--- src/rtl/uart_rx.sv ---
// 8N1 UART receiver with mid-bit sampling and one-cycle result strobes.
// Define UART_RX_PARITY_EN to receive 8E1 frames and report parity errors.
module uart_rx #(
    parameter int CLKS_PER_BIT = 10417
) (
    input  logic       clk,
    input  logic       rst,
    input  logic       rx,
    output logic [7:0] data,
    output logic       valid,
    output logic       frame_err,
    output logic       busy,
    output logic       parity_err
);

    localparam int CW = $clog2(CLKS_PER_BIT);
    localparam logic [CW-1:0] HALF_LAST = CW'(CLKS_PER_BIT / 2 - 1);
    localparam logic [CW-1:0] BIT_LAST  = CW'(CLKS_PER_BIT - 1);

`ifdef UART_RX_PARITY_EN
    typedef enum logic [2:0] {IDLE, START, DATA, PARITY, STOP, BREAK} state_t;

    // Even parity: nonzero result means the received parity bit disagrees with the data.
    function automatic logic even_parity_err(input logic [7:0] d, input logic p);
        return (^d) ^ p;
    endfunction
`else
    typedef enum logic [2:0] {IDLE, START, DATA, STOP, BREAK} state_t;
`endif

    state_t          state_r;
    state_t          state_nxt_s;
    logic            rx_meta_r;
    logic            rx_sync_r;
    logic            rx_s;
    logic [CW-1:0]   cnt_r;
    logic [2:0]      bit_r;
    logic [7:0]      shift_r;
    logic            cnt_clr_s;
    logic            shift_en_s;
    logic            good_s;
    logic            ferr_s;
`ifdef UART_RX_PARITY_EN
    logic            par_r;
    logic            par_en_s;
    logic            perr_s;
    logic            perr_r;
`endif

    assign rx_s = rx_sync_r;

    // Two-flop synchronizer for the asynchronous line; idles high.
    always_ff @(posedge clk) begin
        if (rst) begin
            rx_meta_r <= 1'b1;
            rx_sync_r <= 1'b1;
        end else begin
            rx_meta_r <= rx;
            rx_sync_r <= rx_meta_r;
        end
    end

    // Next-state and per-cycle control decode.
    always_comb begin
        state_nxt_s = state_r;
        cnt_clr_s   = 1'b0;
        shift_en_s  = 1'b0;
        good_s      = 1'b0;
        ferr_s      = 1'b0;
`ifdef UART_RX_PARITY_EN
        par_en_s    = 1'b0;
        perr_s      = 1'b0;
`endif
        case (state_r)
            IDLE: begin
                cnt_clr_s = 1'b1;
                if (!rx_s) begin
                    state_nxt_s = START;
                end else begin
                    state_nxt_s = IDLE;
                end
            end
            START: begin
                if (cnt_r == HALF_LAST) begin
                    cnt_clr_s = 1'b1;
                    if (!rx_s) begin
                        state_nxt_s = DATA;
                    end else begin
                        state_nxt_s = IDLE;
                    end
                end else begin
                    state_nxt_s = START;
                end
            end
            DATA: begin
                if (cnt_r == BIT_LAST) begin
                    cnt_clr_s  = 1'b1;
                    shift_en_s = 1'b1;
                    if (bit_r == 3'd7) begin
`ifdef UART_RX_PARITY_EN
                        state_nxt_s = PARITY;
`else
                        state_nxt_s = STOP;
`endif
                    end else begin
                        state_nxt_s = DATA;
                    end
                end else begin
                    state_nxt_s = DATA;
                end
            end
`ifdef UART_RX_PARITY_EN
            PARITY: begin
                if (cnt_r == BIT_LAST) begin
                    cnt_clr_s   = 1'b1;
                    par_en_s    = 1'b1;
                    state_nxt_s = STOP;
                end else begin
                    state_nxt_s = PARITY;
                end
            end
`endif
            STOP: begin
                if (cnt_r == BIT_LAST) begin
                    cnt_clr_s = 1'b1;
                    if (rx_s) begin
                        // Leaving at mid-stop lets a start bit right after a single stop bit be caught.
                        state_nxt_s = IDLE;
`ifdef UART_RX_PARITY_EN
                        if (even_parity_err(shift_r, par_r)) begin
                            perr_s = 1'b1;
                        end else begin
                            good_s = 1'b1;
                        end
`else
                        good_s = 1'b1;
`endif
                    end else begin
                        ferr_s      = 1'b1;
                        state_nxt_s = BREAK;
                    end
                end else begin
                    state_nxt_s = STOP;
                end
            end
            BREAK: begin
                cnt_clr_s = 1'b1;
                if (rx_s) begin
                    state_nxt_s = IDLE;
                end else begin
                    state_nxt_s = BREAK;
                end
            end
            default: begin
                cnt_clr_s   = 1'b1;
                state_nxt_s = IDLE;
            end
        endcase
    end

    // State, counters, shift register and registered outputs.
    always_ff @(posedge clk) begin
        if (rst) begin
            state_r   <= IDLE;
            cnt_r     <= '0;
            bit_r     <= 3'd0;
            shift_r   <= 8'h00;
            data      <= 8'h00;
            valid     <= 1'b0;
            frame_err <= 1'b0;
            busy      <= 1'b0;
        end else begin
            state_r   <= state_nxt_s;
            cnt_r     <= cnt_clr_s ? '0 : cnt_r + CW'(1);
            if (shift_en_s) begin
                shift_r <= {rx_s, shift_r[7:1]};
                bit_r   <= bit_r + 3'd1;
            end else if (state_r == IDLE) begin
                bit_r   <= 3'd0;
            end
            if (good_s) begin
                data <= shift_r;
            end
            valid     <= good_s;
            frame_err <= ferr_s;
            busy      <= (state_nxt_s != IDLE);
        end
    end

`ifdef UART_RX_PARITY_EN
    // Captured parity bit and its error strobe.
    always_ff @(posedge clk) begin
        if (rst) begin
            par_r  <= 1'b0;
            perr_r <= 1'b0;
        end else begin
            if (par_en_s) begin
                par_r <= rx_s;
            end
            perr_r <= perr_s;
        end
    end

    assign parity_err = perr_r;
`else
    assign parity_err = 1'b0;
`endif

endmodule

--- config.mk ---
export PLATFORM = sky130hd
export DESIGN_NAME = uart_rx
export DESIGN_NICKNAME = d
export VERILOG_FILES = /design/src/rtl/uart_rx.sv
export SDC_FILE = /design/constraint.sdc
export NUM_CORES = 1
export LEC_CHECK = 0
export ABC_AREA = 1
export BUFFER_PORTS_ARGS = -buffer_cell sky130_fd_sc_hd__buf_2
export CAP_MARGIN = 20
export CORE_UTILIZATION = 52
export CTS_CLUSTER_SIZE = 20
export DETAILED_ROUTE_END_ITERATION = 6
export PLACE_DENSITY = 0.73
export SLEW_MARGIN = 20
export SYNTH_ARGS = -nofsm -noshare
export SYNTH_HDL_FRONTEND = slang
export SYNTH_SLANG_ARGS = --single-unit
export TNS_END_PERCENT = 50
--- constraint.sdc ---
create_clock -name clk -period 1.3 [get_ports clk]
set_input_delay 0.195 -clock clk [delete_from_list [all_inputs] [get_ports clk]]
set_output_delay 0.195 -clock clk [all_outputs]
set_load 0.01 [all_outputs]
Word level (Yosys, flattened, before mapping)
Index checks and enable logic that the tools add are counted.
{"block": "word_totals", "register_bits": 41, "latch_bits": 0, "ramBits": 0, "rom_bits": 0, "out_inout_bits": 12, "elab_cells": 45, "n_memories": 0}
{"block": "op_classes", "add_sub_neg": 2, "mul": 0, "div": 0, "order_cmp": 0, "eq_ne": 7, "n_shift": 0, "muxes": 18, "n_bitwise": 2, "reduce_logical": 6}
{"op": "two-way mux 3 bit", "count": 6}
{"op": "case mux 3 bit (5 select lines)", "count": 1}
{"op": "adder 14 x 1 -> 14 bit (second input constant)", "count": 1}
{"op": "equality test 14 x 13 -> 1 bit (second input constant)", "count": 1}
{"op": "equality test 14 bit (second input constant)", "count": 1}
{"op": "two-way mux 1 bit", "count": 9}
{"op": "equality test 3 x 2 -> 1 bit (second input constant)", "count": 2}
{"op": "equality test 3 bit (second input constant)", "count": 2}
{"op": "OR reduction 2 bit", "count": 2}
{"op": "adder 3 x 1 -> 3 bit (second input constant)", "count": 1}
{"op": "equality test 3 x 1 -> 1 bit (second input constant)", "count": 1}
{"op": "zero test 3 bit", "count": 1}
{"op": "nonzero test 3 bit", "count": 1}
{"op": "OR reduction 3 bit", "count": 1}
{"op": "two-way mux 2 bit", "count": 1}
{"op": "inverter 1 bit", "count": 2}
{"op": "case mux 1 bit (2 select lines)", "count": 1}
{"op": "nonzero test 2 bit", "count": 1}

Depth between registers and ports, before layout
{"block": "logic_depth", "depth_word": 5, "mapped_depth": 13}

Least setup slack after synthesis
OpenSTA, ideal clock, no wires.
{"block": "synth_timing", "path_type": "flip-flop to flip-flop", "start": "register cnt_r[0]", "end": "register shift_r[2]", "setup_ns": 0.119, "t_arrival_ns": 1.256, "required_time_ns": 1.181, "setup_slack_ns": -0.075, "stages_incl_launch_ff": 11, "cell_sequence": "dfxtp_1 > inv_1 > ha_1 > inv_1 > nor2_1 > nand2_1 > nor2_2 > nand3_2 > buf_2 > o21ai_0 > a21oi_1"}
{"block": "synth_between", "elab_chain_len": 3}
{"item": "start: declaration", "line_no": "36", "source": "logic [CW-1:0] cnt_r;"}
{"item": "start signal: assignment", "line_no": "174", "source": "cnt_r <= cnt_clr_s ? '0 : cnt_r + CW'(1);"}
{"item": "equality test 14 bit", "line_no": "96", "source": "if (cnt_r == BIT_LAST) begin"}
{"item": "two-way mux 1 bit", "line_no": "96"}
{"item": "two-way mux 1 bit", "line_no": "74", "source": "case (state_r)"}
{"item": "end signal: assignment", "line_no": "176", "source": "shift_r <= {rx_s, shift_r[7:1]};"}
{"item": "end: declaration", "line_no": "38", "source": "logic [7:0] shift_r;"}
No other way between the ends.
A chain may end at the register's enable or synchronous reset.

Worst setup path after layout
{"block": "layout_timing", "start": "register cnt_r[0]", "end": "register cnt_r[7]"}
{"block": "layout_between", "elab_chain_len": 4}
{"item": "parallel branches: the longest is 4 deep, another holds adder 14 x 1 -> 14 bit"}
Several ways; the timed one is not identified.

==> flow_summary.html <==
<table>
<tr><th>Metric</th><th>Value</th></tr>
<tr><th colspan="2">STA</th></tr>
<tr><td>Final hold violations</td><td>0</td></tr>
<tr><td>Post-route clock period utilization</td><td>117%</td></tr>
<tr><td>Worst slack on hold paths</td><td>~0.19 ns</td></tr>
<tr><td>Number of pins with negative max-slew slack in the final report</td><td>0</td></tr>
<tr><td>Setup repair after global routing missed its margin</td><td>true</td></tr>
<tr><td>Upper clock frequency limit</td><td>about 660 MHz</td></tr>
<tr><td>Final setup margin</td><td>-0.220 ns</td></tr>
<tr><td>Time the final worst path needs with I/O delays and setup</td><td>1.52 ns</td></tr>
<tr><td>Endpoints failing setup</td><td>36</td></tr>
<tr><td>Clk_skew</td><td>~0.0046 ns</td></tr>
<tr><th colspan="2">Routing</th></tr>
<tr><td>Wire per inst</td><td>13.1 microns</td></tr>
<tr><td>Post-route ant nets</td><td>0</td></tr>
<tr><td>DRC violation total after the first TritonRoute iteration</td><td>99</td></tr>
<tr><td>Drt first pass iters</td><td>4</td></tr>
<tr><td>Wire length reported by the detailed router</td><td>4570 microns</td></tr>
<tr><td>Vias</td><td>1,837</td></tr>
<tr><td>Via density</td><td>5.26</td></tr>
<tr><td>DRC violations left</td><td>0</td></tr>
<tr><th colspan="2">Layout</th></tr>
<tr><td>Commonest cells after routing, fill and taps aside</td><td>43 x nor2_1, 35 x dfxtp_1, 32 x buf_4</td></tr>
<tr><td>Final net count</td><td>309</td></tr>
<tr><td>Layout overhead on the synthesized area</td><td>36.2%</td></tr>
<tr><td>Post-Layout Inst Area</td><td>2550 sq um</td></tr>
<tr><td>Multi-input gate area in the final layout</td><td>1030 sq um</td></tr>
<tr><td>Filler cell count</td><td>226</td></tr>
<tr><td>Non-filler cells in the finished layout</td><td>349</td></tr>
<tr><td>Commonest non-fill, non-tap cell in the layout</td><td>nor2_1</td></tr>
<tr><td>Seq. cell area</td><td>833 sq um</td></tr>
<tr><td># diodes</td><td>0</td></tr>
<tr><td>Layout cells sized above 1</td><td>40.6%</td></tr>
<tr><th colspan="2">Global routing</th></tr>
<tr><td>Number of antenna violations at the first check in global routing</td><td>0</td></tr>
<tr><td>Vias in the first global route</td><td>1,493</td></tr>
<tr><td>Maximum number of pins on one net before global-route repair</td><td>17</td></tr>
<tr><td>Total routing usage reported by global routing</td><td>between 20% and 30%</td></tr>
<tr><td>Overflow after GRT</td><td>0</td></tr>
<tr><td>Global-route wire length before repair</td><td>6600 microns</td></tr>
<tr><th colspan="2">Synthesis</th></tr>
<tr><td>Avg Synthesized Cell Area</td><td>7.52 sq um</td></tr>
<tr><td>Distinct cells, synth</td><td>30</td></tr>
<tr><td>Post-synthesis sequential element count</td><td>41</td></tr>
<tr><td>Sequential area share after synthesis</td><td>43.9%</td></tr>
<tr><td>Number of flops mapped to enable cells by yosys</td><td>0</td></tr>
<tr><td>Synth Net Count</td><td>around 260</td></tr>
<tr><td>Async set or reset register ratio after synthesis</td><td>0%</td></tr>
<tr><td>Area of the mapped netlist</td><td>1870 sq um</td></tr>
<tr><td>Post-synthesis instance total</td><td>249</td></tr>
<tr><td>Primary FF master, synth</td><td>dfxtp_1</td></tr>
<tr><td>Number of warnings printed during yosys synthesis</td><td>0</td></tr>
<tr><th colspan="2">Die</th></tr>
<tr><td>Die area</td><td>~3800 sq um</td></tr>
<tr><td>Std-Cell Core Area</td><td>between 3000 and 4000 sq um</td></tr>
<tr><td>Count of pins on the block boundary</td><td>15</td></tr>
<tr><td>Initial core utilization</td><td>a little under three fifths</td></tr>
<tr><td>Die Y</td><td>around 62 microns</td></tr>
<tr><td>Overall die width</td><td>~62 microns</td></tr>
<tr><td>Placement row count</td><td>21</td></tr>
<tr><th colspan="2">Hold path</th></tr>
<tr><td>Hold Path Class</td><td>input port to flop</td></tr>
<tr><td>HP Start</td><td>rst</td></tr>
<tr><th colspan="2">Placement</th></tr>
<tr><td>Sum of net half-perimeters after detailed placement</td><td>between 2000 and 3000 microns</td></tr>
<tr><td>Total cell area at the placement stage</td><td>between 2000 and 2500 sq um</td></tr>
<tr><td>Number of port buffers</td><td>13</td></tr>
<tr><td>Weighted congestion at the end of routability-driven global placement</td><td>between 0.8 and 0.9</td></tr>
<tr><td>Placed cell count</td><td>335</td></tr>
<tr><th colspan="2">Run</th></tr>
<tr><td>Max-cap viol count</td><td>0</td></tr>
<tr><th colspan="2">Worst setup path</th></tr>
<tr><td>Worst reg2reg setup slack</td><td>-0.22 ns</td></tr>
<tr><td>Launch instance of the worst register-to-register path</td><td>cnt_r[0]$_SDFF_PP0_</td></tr>
<tr><td>Maximum fanout along the worst path</td><td>7</td></tr>
<tr><td>Cells on worst reg2reg path</td><td>10</td></tr>
<tr><td>Endpoint of the worst-slack reg-to-reg timing path</td><td>cnt_r[7]$_SDFF_PP0_</td></tr>
<tr><td>CP startpoint</td><td>cnt_r[0]$_SDFF_PP0_</td></tr>
<tr><td>Critical path start-end classification</td><td>flop to flop</td></tr>
<tr><td>Category of the worst setup path launch point</td><td>flop</td></tr>
<tr><td>Required time worst endpoint</td><td>1.57 ns</td></tr>
<tr><td>Endpoint of the worst setup timing path</td><td>cnt_r[7]$_SDFF_PP0_</td></tr>
<tr><td>Crit path capture type</td><td>flop</td></tr>
<tr><td>Arrival time of the worst setup path</td><td>1.79 ns</td></tr>
<tr><th colspan="2">Power</th></tr>
<tr><td>Pleak</td><td>0.00114 uW</td></tr>
<tr><td>Power Dens Cells</td><td>883 nW/um^2</td></tr>
<tr><td>Largest voltage drop on the vdd net</td><td>0.829 mV</td></tr>
<tr><th colspan="2">Outcome</th></tr>
<tr><td>Run status</td><td>finished, violations left</td></tr>
<tr><td>Failing checks</td><td>setup timing</td></tr>
<tr><th colspan="2">Clock tree</th></tr>
<tr><td>Cts bufs inserted</td><td>5</td></tr>
<tr><td>CTS clk-pin slew, worst paths</td><td>0.12 ns</td></tr>
<tr><td>Latest clock arrival within the worst-skew pair</td><td>0.36 ns</td></tr>
<tr><td>Clock tree from TritonCTS</td><td>yes</td></tr>
<tr><td>Count of clock tree sinks</td><td>41</td></tr>
<tr><td>Root Buffer Master</td><td>clkbuf_4</td></tr>
<tr><td>Clock Tree Buf Depth</td><td>2</td></tr>
<tr><td>Deepest level of the CTS H-tree</td><td>2</td></tr>
</table>
repair_timing:
action,CTS,global route
hold buffers,0,1
gates cloned,1,1
pin swaps,8,8
resized for setup,25,27
endpoints found under the setup margin,38,39
setup buffers,2,1
hold endpoints to repair,0,1
area by class of cell:
type / instances / share of cell area [%]
Inverter: 32 / 5.11
Multi-Input combinational cell: 170 / 40.5
Timing Repair inverter: 1 / 0.147
Tap cell: 46 / 2.26
Timing Repair Buffer: 51 / 15.8
Sequential cell: 41 / 32.7
Clock inverter: 2 / 1.47
Clock buffer: 6 / 2.01
flip-flops by register name, summed over array words and instances (netlist names):
name,cells
bit_r,3
busy,1
rx_meta_r,1
frame_err,1
valid,1
state_r,3
cnt_r,14
shift_r,8
rx_s,1
data,8
worst min-delay path by stage:
stage	cells after the start	slack, ns	endpoint
after CTS	2	0.004	rx_meta_r$_SDFF_PP1_
after floorplan	1	0.30	rx_meta_r$_SDFF_PP1_
after detailed placement	2	0.38	rx_meta_r$_SDFF_PP1_
after global placement	2	0.38	rx_meta_r$_SDFF_PP1_
final	3	0.19	bit_r[1]$_SDFFE_PP0P_
after global routing	3	0.19	bit_r[1]$_SDFFE_PP0P_
cells in the mapped netlist (2+ instances only):
master,instances,area (sq um)
nor2_1,52,195
dfxtp_1,41,821
nand2_1,35,131
inv_1,27,101
a21oi_1,12,60.1
o21ai_0,12,60.1
nand3_1,9,45.0
nor3_1,7,35.0
xor2_1,6,52.6
nand4_1,5,31.3
ha_1,4,50.1
inv_2,4,15.0
nand2_2,4,25.0
o21a_1,4,30.0
a21oi_2,3,26.3
nand3_2,3,30.0
nor2_2,3,18.8
buf_4,2,15.0
nor2_4,2,22.5
o21ai_1,2,10.0
or2_2,2,12.5
xnor2_1,2,17.5
critical path, cell delays in order (launching register included):
cell and delay (ns):
dfxtp_4 0.39, inv_4 0.06, ha_4 0.12, inv_2 0.04
nor2_4 0.07, nand2_2 0.07, nor2_4 0.16, nand4_1 0.16
nand3_2 0.15, clkbuf_16 0.17, a21oi_1 0.04
layer usage:
layer / vias to the layer above / wire, microns / track usage (%)
met4: 0 / 105 / 9.84
met5: - / 0 / 0
met3: 13 / 245 / 8.49
met2: 59 / 2160 / 34.7
li1: 895 / - / -
met1: 870 / 2060 / 33.3
cell families after synthesis:
logic type,synth area share [%]
fa+ha+maj,2.67
buf+inv,8.69
simple gates,30.9
other cells,0.200
xor+xnor,3.74
compound gates,9.96
flops,43.9
metrics by stage:
stage	power (uW)	setup slack, ns	util (%)	setup TNS, ns
6_report	2250	-0.220	75.2	-5.54
5_1_grt	2330	-0.314	75.2	-8.22
4_1_cts	2250	-0.197	71.5	-4.85
3_5_place_dp	1370	-0.173	66.1	-4.32
3_3_place_gp	1370	-0.165	66.1	-4.03
2_1_floorplan	1340	-0.0654	-	-0.311
where the power goes:
| group | internal [uW] | total, uW | switching (uW) |
|---|---|---|---|
| Sequential | 1260 | 1270 | 5.60 |
| Combinational | 40.3 | 93.9 | 53.7 |
| Clock | 457 | 892 | 435 |
| Total | 1760 | 2250 | 494 |
Power figures use the tool's default switching activity.
